===== config.mk =====
export PLATFORM = sky130hd
export DESIGN_NAME = uart_tx_mmio_flat
export DESIGN_NICKNAME = d
export VERILOG_FILES = /design/src/rtl/uart_pkg.sv /design/src/rtl/uart_tx_mmio_if.sv /design/src/rtl/uart_tx_mmio_sync_fifo.sv /design/src/rtl/uart_tx_mmio.sv /design/src/flat_wrapper.sv
export SDC_FILE = /design/constraint.sdc
export NUM_CORES = 1
export LEC_CHECK = 0
export ABC_AREA = 1
export ABC_CLOCK_PERIOD_IN_PS = 2850
export CORE_UTILIZATION = 50
export CTS_CLUSTER_DIAMETER = 120
export DETAILED_ROUTE_END_ITERATION = 10
export GPL_TIMING_DRIVEN = 1
export PLACE_DENSITY = 0.81
export SYNTH_ARGS = -nofsm -noshare
export SYNTH_HDL_FRONTEND = slang
export SYNTH_SLANG_ARGS = --single-unit
export TNS_END_PERCENT = 50

===== constraint.sdc =====
create_clock -name clk -period 2.85 [get_ports clk]
set_clock_uncertainty 0.05 [all_clocks]
set_input_delay 0.285 -clock clk [delete_from_list [all_inputs] [get_ports clk]]
set_output_delay 0.285 -clock clk [all_outputs]
set_load 0.05 [all_outputs]

===== src/rtl/uart_pkg.sv =====
// +----------------------------------------------------------------------------+
// | uart_pkg : shared types and constants for the MMIO UART transmitter        |
// | Revision : 1.0                                                             |
// +----------------------------------------------------------------------------+
`default_nettype none

package uart_pkg;

   typedef enum logic [2:0] {
      IDLE   = 3'd0,
      START  = 3'd1,
      DATA   = 3'd2,
      PARITY = 3'd3,
      STOP   = 3'd4
   } tx_state_t;

   localparam logic [31:0] TXDATA_OFF = 32'd0;
   localparam logic [31:0] STATUS_OFF = 32'd4;

   localparam int ST_FULL_BIT   = 0;
   localparam int ST_EMPTY_BIT  = 1;
   localparam int ST_BUSY_BIT   = 2;
   localparam int ST_COUNT_LSB  = 3;
   localparam int ST_COUNT_MSB  = 7;
   localparam int ST_OVF_LSB    = 8;
   localparam int ST_OVF_MSB    = 15;
   localparam int ST_PARITY_BIT = 16;

   // Rounded-to-nearest clocks per serial bit.
   function automatic int unsigned calc_div(input int unsigned clk_hz, input int unsigned baud);
      return (clk_hz + baud / 2) / baud;
   endfunction

endpackage

`default_nettype wire


===== src/rtl/uart_tx_mmio_if.sv =====
// +----------------------------------------------------------------------------+
// | uart_tx_mmio_if : core store/load port as seen by the UART MMIO block      |
// | Revision : 1.0                                                             |
// +----------------------------------------------------------------------------+
`default_nettype none

interface uart_tx_mmio_if;
   logic [31:0] addr;
   logic [31:0] wdata;
   logic        mem_write;
   logic [31:0] rdata;

   modport master (output addr, output wdata, output mem_write, input rdata);
   modport slave  (input addr, input wdata, input mem_write, output rdata);
endinterface

`default_nettype wire


===== src/rtl/uart_tx_mmio_sync_fifo.sv =====
// +----------------------------------------------------------------------------+
// | sync_fifo : single-clock FIFO, power-of-two depth, no read bypass          |
// | Revision : 1.0                                                             |
// +----------------------------------------------------------------------------+
`default_nettype none

module sync_fifo #(
   parameter int WIDTH = 8,
   parameter int DEPTH = 16
) (
   input  logic                     clk,
   input  logic                     reset,
   input  logic                     push,
   input  logic [WIDTH-1:0]         din,
   input  logic                     pop,
   output logic [WIDTH-1:0]         dout,
   output logic                     full,
   output logic                     empty,
   output logic [$clog2(DEPTH):0]   count
);

   localparam int AW = $clog2(DEPTH);

   logic [WIDTH-1:0] mem [DEPTH];
   logic [AW-1:0]    wr_ptr;
   logic [AW-1:0]    rd_ptr;
   logic             do_push;
   logic             do_pop;

   // Flags come from the pre-edge count, so a same-cycle pop never frees room for a push.
   assign do_push = push && !full;
   assign do_pop  = pop && !empty;

   always_ff @(posedge clk or posedge reset) begin
      if (reset) begin
         wr_ptr <= '0;
         rd_ptr <= '0;
         count  <= '0;
      end else begin
         if (do_push) wr_ptr <= wr_ptr + AW'(1);
         if (do_pop)  rd_ptr <= rd_ptr + AW'(1);
         case ({do_push, do_pop})
            2'b10:   count <= count + (AW+1)'(1);
            2'b01:   count <= count - (AW+1)'(1);
            default: count <= count;
         endcase
      end
   end

   always_ff @(posedge clk) begin
      if (do_push) mem[wr_ptr] <= din;
   end

   assign dout  = mem[rd_ptr];
   assign full  = (count == (AW+1)'(DEPTH));
   assign empty = (count == '0);

endmodule

`default_nettype wire


===== src/rtl/uart_tx_mmio.sv =====
// +----------------------------------------------------------------------------+
// | uart_tx_mmio : memory-mapped 8N1 UART transmitter with TX FIFO and STATUS  |
// | Optional even parity bit when UART_TX_PARITY_EN is defined.                |
// | Revision : 1.0                                                             |
// +----------------------------------------------------------------------------+
`default_nettype none

module uart_tx_mmio #(
   parameter int unsigned CLK_HZ     = 100000000,
   parameter int unsigned BAUD       = 115200,
   parameter int          FIFO_DEPTH = 16,
   parameter logic [31:0] BASE_ADDR  = 32'hFFFF_0000
) (
   input  logic           clk,
   input  logic           reset,
   uart_tx_mmio_if.slave  bus,
   output logic           tx,
   output logic           tx_busy,
   output logic           irq_empty
);

   import uart_pkg::*;

   localparam int unsigned DIV       = calc_div(CLK_HZ, BAUD);
   localparam int          BW        = (DIV > 1) ? $clog2(DIV) : 1;
   localparam int          CW        = $clog2(FIFO_DEPTH) + 1;
   localparam logic [BW-1:0] BAUD_LAST = BW'(DIV - 1);
`ifdef UART_TX_PARITY_EN
   localparam logic PARITY_PRESENT = 1'b1;
`else
   localparam logic PARITY_PRESENT = 1'b0;
`endif

   tx_state_t     state, state_next;
   logic [BW-1:0] baud_cnt, baud_next;
   logic [7:0]    shift, shift_next;
   logic [2:0]    bit_idx, idx_next;
   logic          par_bit, par_next;
   logic          tx_next;
   logic          bit_done;

   logic          push_sel;
   logic          status_sel;
   logic          fifo_pop;
   logic [7:0]    fifo_dout;
   logic          fifo_full;
   logic          fifo_empty;
   logic [CW-1:0] fifo_count;
   logic [7:0]    ovf_cnt;
   logic [31:0]   count_ext;
   logic [31:0]   status;

   assign push_sel   = bus.mem_write && (bus.addr == BASE_ADDR + TXDATA_OFF);
   assign status_sel = (bus.addr == BASE_ADDR + STATUS_OFF);

   sync_fifo #(
      .WIDTH (8),
      .DEPTH (FIFO_DEPTH)
   ) u_fifo (
      .clk   (clk),
      .reset (reset),
      .push  (push_sel),
      .din   (bus.wdata[7:0]),
      .pop   (fifo_pop),
      .dout  (fifo_dout),
      .full  (fifo_full),
      .empty (fifo_empty),
      .count (fifo_count)
   );

   always_ff @(posedge clk or posedge reset) begin
      if (reset) begin
         ovf_cnt <= '0;
      end else if (push_sel && fifo_full && (ovf_cnt != 8'hFF)) begin
         ovf_cnt <= ovf_cnt + 8'd1;
      end
   end

   assign bit_done = (baud_cnt == BAUD_LAST);

   always_ff @(posedge clk or posedge reset) begin
      if (reset) begin
         state    <= IDLE;
         baud_cnt <= '0;
         shift    <= '0;
         bit_idx  <= '0;
         par_bit  <= 1'b0;
         tx       <= 1'b1;
      end else begin
         state    <= state_next;
         baud_cnt <= baud_next;
         shift    <= shift_next;
         bit_idx  <= idx_next;
         par_bit  <= par_next;
         tx       <= tx_next;
      end
   end

   // tx_next is the line level for the state being entered, so the pin stays a clean flop output.
   always_comb begin
      state_next = state;
      baud_next  = baud_cnt;
      shift_next = shift;
      idx_next   = bit_idx;
      par_next   = par_bit;
      tx_next    = tx;
      fifo_pop   = 1'b0;

      if (state != IDLE) begin
         baud_next = bit_done ? '0 : baud_cnt + BW'(1);
      end

      case (state)
         IDLE: begin
            tx_next = 1'b1;
            if (!fifo_empty) begin
               fifo_pop   = 1'b1;
               shift_next = fifo_dout;
               par_next   = ^fifo_dout;
               baud_next  = '0;
               state_next = START;
               tx_next    = 1'b0;
            end
         end
         START: begin
            if (bit_done) begin
               state_next = DATA;
               idx_next   = 3'd0;
               tx_next    = shift[0];
            end
         end
         DATA: begin
            if (bit_done) begin
               shift_next = shift >> 1;
               idx_next   = bit_idx + 3'd1;
               if (bit_idx == 3'd7) begin
`ifdef UART_TX_PARITY_EN
                  state_next = PARITY;
                  tx_next    = par_bit;
`else
                  state_next = STOP;
                  tx_next    = 1'b1;
`endif
               end else begin
                  tx_next = shift[1];
               end
            end
         end
`ifdef UART_TX_PARITY_EN
         PARITY: begin
            if (bit_done) begin
               state_next = STOP;
               tx_next    = 1'b1;
            end
         end
`endif
         STOP: begin
            if (bit_done) begin
               if (!fifo_empty) begin
                  fifo_pop   = 1'b1;
                  shift_next = fifo_dout;
                  par_next   = ^fifo_dout;
                  state_next = START;
                  tx_next    = 1'b0;
               end else begin
                  state_next = IDLE;
                  tx_next    = 1'b1;
               end
            end
         end
         default: begin
            state_next = IDLE;
            baud_next  = '0;
            tx_next    = 1'b1;
         end
      endcase
   end

   assign tx_busy   = (state != IDLE);
   assign irq_empty = fifo_empty && (state == IDLE);

   assign count_ext = 32'(fifo_count);

   always_comb begin
      status                              = '0;
      status[ST_FULL_BIT]                 = fifo_full;
      status[ST_EMPTY_BIT]                = fifo_empty;
      status[ST_BUSY_BIT]                 = tx_busy;
      status[ST_COUNT_MSB:ST_COUNT_LSB]   = count_ext[4:0];
      status[ST_OVF_MSB:ST_OVF_LSB]       = ovf_cnt;
      status[ST_PARITY_BIT]               = PARITY_PRESENT;
   end

   assign bus.rdata = status_sel ? status : '0;

   wire unused_bits = ^{bus.wdata[31:8], count_ext[31:5], par_bit};

endmodule

`default_nettype wire


===== src/flat_wrapper.sv =====
// flat-port wrapper written by rule: the top's interface ports become plain ports
module uart_tx_mmio_flat import uart_pkg::*;
#(
   parameter int unsigned CLK_HZ     = 100000000,
   parameter int unsigned BAUD       = 115200,
   parameter int          FIFO_DEPTH = 16,
   parameter logic [31:0] BASE_ADDR  = 32'hFFFF_0000
)
  (clk, reset, tx, tx_busy, irq_empty, bus_addr, bus_wdata, bus_mem_write, bus_rdata);
  uart_tx_mmio_if bus_i ();
  input  logic clk;
  input  logic reset;
  output logic tx;
  output logic tx_busy;
  output logic irq_empty;
  input wire logic [$bits(bus_i.addr)-1:0] bus_addr;
  input wire logic [$bits(bus_i.wdata)-1:0] bus_wdata;
  input wire logic [$bits(bus_i.mem_write)-1:0] bus_mem_write;
  output wire logic [$bits(bus_i.rdata)-1:0] bus_rdata;
  assign bus_i.addr = bus_addr;
  assign bus_i.wdata = bus_wdata;
  assign bus_i.mem_write = bus_mem_write;
  assign bus_rdata = bus_i.rdata;
  uart_tx_mmio #(.CLK_HZ(CLK_HZ), .BAUD(BAUD), .FIFO_DEPTH(FIFO_DEPTH), .BASE_ADDR(BASE_ADDR)) u_core (.clk(clk), .reset(reset), .bus(bus_i), .tx(tx), .tx_busy(tx_busy), .irq_empty(irq_empty));
endmodule

After elaboration in Yosys (flattened, before gate mapping)
Memories as Yosys holds them, arrays and structs flattened.
Cells that the tools add are included.
{"block": "totals", "input_bits": 67, "n_memories": 1, "reg_bits": 46, "ramBits": 128, "output_inout_bits": 35}
{"name": "u_core.u_fifo.mem", "depth": 16, "width": 8, "rd": 1, "rd_clocked_by_memory_dff": 0, "write_ports": 1, "line_no": "uart_tx_mmio_sync_fifo.sv:24", "rtl": "logic [WIDTH-1:0] mem [DEPTH];"}
{"block": "classes", "n_reduce_logical": 19, "n_eq_ne": 16, "muxes": 31, "addsub": 7}
{"op": "32-bit == test, second input constant", "n": 2}
{"op": "10-bit two-way mux", "n": 3}
{"op": "8-bit two-way mux", "n": 3}
{"op": "8-bit case mux with 3 select lines", "n": 1}
{"op": "3-bit two-way mux", "n": 7}
{"op": "10-bit case mux with 2 select lines", "n": 1}
{"op": "16-bit two-way mux", "n": 1}
{"op": "3-bit case mux with 4 select lines", "n": 1}
{"op": "10-bit by 1-bit adder with 10-bit output, second input constant", "n": 1}
{"op": "10-bit == test, second input constant", "n": 1}
{"op": "1-bit two-way mux", "n": 10}
{"op": "5-bit case mux with 2 select lines", "n": 1}
{"op": "3-bit AND reduction", "n": 3}
{"op": "4-bit by 1-bit adder with 4-bit output, second input constant", "n": 2}
{"op": "8-bit by 1-bit adder with 8-bit output, second input constant", "n": 1}
{"op": "2-bit by 1-bit != test with 1-bit output, second input constant", "n": 4}
{"op": "8-bit != test, second input constant", "n": 1}
{"op": "3-bit == test, second input constant", "n": 2}
{"op": "1-bit logical AND", "n": 6}
{"op": "3-bit case mux with 2 select lines", "n": 1}
{"op": "3-bit nonzero test", "n": 2}
{"op": "5-bit by 1-bit adder with 5-bit output, second input constant", "n": 1}
{"op": "5-bit == test, second input constant", "n": 1}
{"op": "5-bit zero test", "n": 1}
{"op": "other kinds (14)", "n": 16}

Depth between registers and ports, before layout
{"block": "logic_depth", "ltp_word": 7, "mapped_depth": 17, "ltp_nobuf": 16}

By module
A second synthesis with hierarchy kept.
{"block": "hier_totals", "hier_cells": 994, "hier_area_um2": 8713.4}
{"module": "sync_fifo", "area_each_um2": 6237.2, "instances": 1, "seq_area_each_um2": 4169.0, "cells_each": 625}
{"module": "uart_tx_mmio", "area_each_um2": 2476.1, "instances": 1, "seq_area_each_um2": 827.0, "cells_each": 369}

Worst setup path before layout
Ideal clock, no wire load.
{"block": "synth_path", "path_kind": "reg-to-reg", "startpoint": "register u_core.baud_cnt[0]", "endpoint": "register u_core.u_fifo.count[3]", "path_buffers": 0, "stages_incl_launch_ff": 17, "setup_time_ns": 0.129, "period_less_slack_ns": 2.487, "slack_ns": 0.363, "required_ns": 2.671, "arrival_time_ns": 2.308, "cell_sequence": "dfrtp_1 -> ha_1 -> inv_1 -> nor2_1 -> nand4_4 -> nand2_1 -> nand2_1 -> inv_2 -> ha_1 -> ha_1 -> nand2_1 -> inv_1 -> o21ai_0 -> nand2_1 -> or2_2 -> nand3_1 -> o21ai_0"}
{"block": "synth_via", "elab_chain_len": 6, "word_cells_on_any_way": 8}
{"element": "start: declaration", "line_no": "uart_tx_mmio.sv:35", "rtl": "logic [BW-1:0] baud_cnt, baud_next;"}
{"element": "start signal: assignment", "line_no": "uart_tx_mmio.sv:91", "rtl": "baud_cnt <= baud_next;"}
{"element": "10-bit == test (*)", "line_no": "uart_tx_mmio.sv:79", "rtl": "assign bit_done = (baud_cnt == BAUD_LAST);"}
{"element": "1-bit two-way mux (*)", "line_no": "uart_tx_mmio.sv:158", "rtl": "if (bit_done) begin"}
{"element": "1-bit case mux with 2 select lines (*)", "line_no": "uart_tx_mmio.sv:113", "rtl": "case (state)"}
{"element": "1-bit logical AND (*)", "line_no": "uart_tx_mmio_sync_fifo.sv:32", "rtl": "assign do_pop = pop && !empty;"}
{"element": "net u_core.u_fifo.do_pop", "line_no": "uart_tx_mmio_sync_fifo.sv:28", "rtl": "logic do_pop;"}
{"element": "2-bit by 1-bit == test with 1-bit output or 2-bit == test (tied branches)", "line_no": "uart_tx_mmio_sync_fifo.sv:42", "rtl": "case ({do_push, do_pop})"}
{"element": "5-bit case mux with 2 select lines or 2-bit nonzero test (tied branches)"}
{"element": "end signal: assignment", "line_no": "uart_tx_mmio_sync_fifo.sv:43", "rtl": "2'b10: count <= count + (AW+1)'(1);"}
{"element": "end signal: assignment", "line_no": "uart_tx_mmio_sync_fifo.sv:44", "rtl": "2'b01: count <= count - (AW+1)'(1);"}
{"element": "end signal: assignment", "line_no": "uart_tx_mmio_sync_fifo.sv:45", "rtl": "default: count <= count;"}
{"element": "end: declaration", "line_no": "uart_tx_mmio_sync_fifo.sv:19", "rtl": "output logic [$clog2(DEPTH):0] count"}
The timed path passes the listed nets; every way through them passes the cells marked *.
A chain may end at the register's enable or synchronous reset.

Final worst setup path
{"block": "layout_path", "startpoint": "register u_core.u_fifo.count[1]", "endpoint": "output irq_empty"}
{"block": "layout_via", "elab_chain_len": 2}
{"element": "5-bit zero test", "line_no": "uart_tx_mmio_sync_fifo.sv:56", "rtl": "assign empty = (count == '0);"}
{"element": "1-bit logical AND", "line_no": "uart_tx_mmio.sv:180", "rtl": "assign irq_empty = fifo_empty && (state == IDLE);"}
{"element": "end: declaration", "line_no": "flat_wrapper.sv:15", "rtl": "output logic irq_empty;"}
Every way passes these cells.

==> impl_metrics.json <==
{
  "avgViaCountPerCell": 5.37,
  "antenna_found_initial": 0,
  "rsz0062_at_grt": "false",
  "grt_pass1_wl_mm": 29.8,
  "slew_headroom_pct": 50.0,
  "switching_share_pct": 22.4,
  "path_cells": "inv_1 > nand4_1 > buf_4 > nor2_2 > clkdlybuf4s50_1",
  "hold_class": "input pin to async pin",
  "drt-total-wl_mm": 18.4,
  "fill_cells": 1209,
  "die_x_um": 131,
  "cts_tree": "built",
  "hold_viol": 0,
  "layout_common_cells": "206 x nand2_1, 140 x nor2_1, 128 x edfxtp_1",
  "synthTopCellsByArea": "edfxtp_1 46%, dfrtp_1 14%, nand2_1 9.3%",
  "dr.pass1.iters": 5,
  "tightest_slew_ns": 0.749,
  "arrival_ns": 2.36,
  "clockBufferDepth": 2,
  "cts_root_buf": "clkbuf_16",
  "synth_area_per_cell_um2": 9.56,
  "synth.distinct_cells": 39,
  "setup_tns_ns": 0,
  "grt_max_degree": 69,
  "p_int_mw": 4.02,
  "max_freq_ghz": 0.371,
  "clk_pin_slew_ns": 0.07,
  "fin_util_pct": 62.3,
  "drive_gt1_share_pct": 12.3,
  "clk_latency_ns": 0.44,
  "clock-sinks": 174,
  "cp_max_fo": 4,
  "status": "completed",
  "core-area_um2": 16000,
  "layout_commonest_cell": "nand2_1",
  "p_leak_nw": 4.06,
  "grt_pass1_vias": 6111,
  "place_inst": 1147,
  "synthArstFlopShare_pct": 26.4,
  "vias": 6341,
  "ys_seq_elements": 174,
  "std_cell_rows": 46,
  "cts_made_buffers": 17,
  "wire_per_inst_um": 15.6,
  "slew_violations": 0,
  "ys_dominant_reg_cell": "edfxtp_1",
  "synth_top_area_share_pct": 46.4,
  "die_height_um": 131,
  "period_share_pct": 94.6,
  "postCtsHoldBufs": 0,
  "setup.worst_path.end_class": "output pin",
  "max_stage_delay_ns": 0.85,
  "area_growth_pct": 20.4,
  "initialDrtViolationCount": 574,
  "port_buffers": 61,
  "die-area_um2": 17100,
  "syn_inst": 866,
  "gr-total-overflow": 0,
  "vdd_ir_drop_max_v": 0.000439,
  "setup_viol": 0,
  "antenna_cells": 0,
  "crit_required_ns": 2.52,
  "finalCriticalPeriod_ns": 2.70,
  "path_class": "flip-flop to output pin",
  "synth.yosys.warnings": 0,
  "antenna_left": 0,
  "instances_no_fill": 1180,
  "synth_area_leader_cell": "edfxtp_1",
  "p_switching_mw": 1.16,
  "p_seq_share_pct": 52.5,
  "synth-seq-area-share_pct": 60.3,
  "start_kind": "flip-flop",
  "cp_slowest_cell": "clkdlybuf4s50_1",
  "syn_area_um2": 8280,
  "timing.max_cap.violations": 0,
  "grtUsageTotal_pct": 23.6,
  "initial_core_util_pct": 51.8,
  "drc": 0,
  "powerDensity_nw_per_um2": 520,
  "ioPinCount": 102,
  "htree_levels": 4,
  "gp_congestion": 0.823,
  "pwr-share-clk_pct": 44.0,
  "synth_edf_count": 128,
  "nNetsFinal": 1032,
  "power_frac_comb_pct": 3.5,
  "dpl.hpwl_mm": 12.0
}
## flip-flops by register name (all words and copies together) (netlist names)
| signal | cells |
|---|---|
| u_core.ovf_cnt | 8 |
| u_core.state | 3 |
| u_core.u_fifo.rd_ptr | 4 |
| u_core.u_fifo.mem | 128 |
| u_core.baud_cnt | 10 |
| u_core.shift | 8 |
| u_core.u_fifo.wr_ptr | 4 |
| u_core.bit_idx | 3 |
| u_core.u_fifo.count | 5 |
| u_core.tx | 1 |
## power by group through the flow
stage | logic [mW] | registers, mW | clock network, mW
after floorplan | 0.0925 | 2.78 | 0
after global placement | 0.177 | 2.78 | 0
after detailed placement | 0.180 | 2.78 | 0
after CTS | 0.181 | 2.72 | 2.28
after global routing | 0.196 | 2.72 | 2.39
final | 0.180 | 2.72 | 2.28
## area by class of cell
class | instances | area, um2 | share of cell area (%)
Multi-Input combinational cell | 595 | 2840 | 28.5
Clock inverter | 15 | 156 | 1.57
Tap cell | 216 | 270 | 2.71
Timing Repair Buffer | 92 | 1020 | 10.2
Clock buffer | 17 | 425 | 4.27
Inverter | 71 | 267 | 2.67
Sequential cell | 174 | 5000 | 50.1
## path summary, 6_finish.rpt
kind / slack (ns) / start / cells past startpoint / to
max: 0.15 / u_core.u_fifo.count[1] / 5 / irq_empty
min: 0.09 / reset / 2 / u_core.ovf_cnt[4]
max reg2reg: 0.26 / u_core.baud_cnt[1] / 16 / u_core.u_fifo.count[3]
min reg2reg: 0.44 / u_core.shift[6] / 2 / u_core.shift[6]
max in group asynchronous: 2.04 / reset / 3 / u_core.u_fifo.rd_ptr[0]
min in group clk: 0.44 / u_core.shift[6] / 2 / u_core.shift[6]
## worst max-delay path, delay by kind of cell (launching register included)
kind,cells,cell delay [ns]
DFF,1,0.42
buffers and inverters,3,1.16
and+or+nand+nor,2,0.34
## cells in the mapped netlist (all sizes together), types with 2 or more instances
library cell / instances
o21ai: 46
clkbuf: 8
nor2: 152
nand2: 209
xnor2: 6
clkinv: 2
dfrtp: 45
buf: 33
a21oi: 39
inv: 69
ha: 13
o211ai: 5
xor2: 11
edfxtp: 128
nor3: 20
nand3: 63
nand4: 9
## logic make-up after synthesis
| family | count (synthesis) | share of synthesized area [%] |
|---|---|---|
| fa+ha+maj | 14 | 2.21 |
| xor+xnor | 17 | 1.80 |
| buf+inv | 112 | 6.16 |
| compound gates | 93 | 6.04 |
| simple gates | 455 | 23.4 |
| flops | 174 | 60.3 |
| other cells | 1 | 0.0453 |
## metrics by stage
stage | setup slack, ns | hold WS [ns] | power [mW] | cell area, um2
after global routing | 0.00627 | 0.125 | 5.31 | 9970
final | 0.154 | 0.0906 | 5.18 | 9970
after CTS | 0.137 | 0.0986 | 5.18 | 9960
after global placement | 0.0237 | 0.415 | 2.95 | 9370
after detailed placement | -0.132 | 0.417 | 2.96 | 9370
after floorplan | 0.363 | 0.334 | 2.87 | 8340
## per-layer routing
layer / routed length, um / up-vias / global-route usage, %
li1: - / 3016 / -
met1: 7140 / 3013 / 29.3
met2: 9400 / 273 / 40.7
met3: 1390 / 39 / 4.28
met4: 488 / 0 / 10.1
met5: 0 / - / 0
## what timing repair did
action,in CTS,in global routing
setup endpoints to repair,0,1
gates resized for setup,0,2
buffers inserted,0,1
Note: power is estimated with default switching activity, not from simulation.
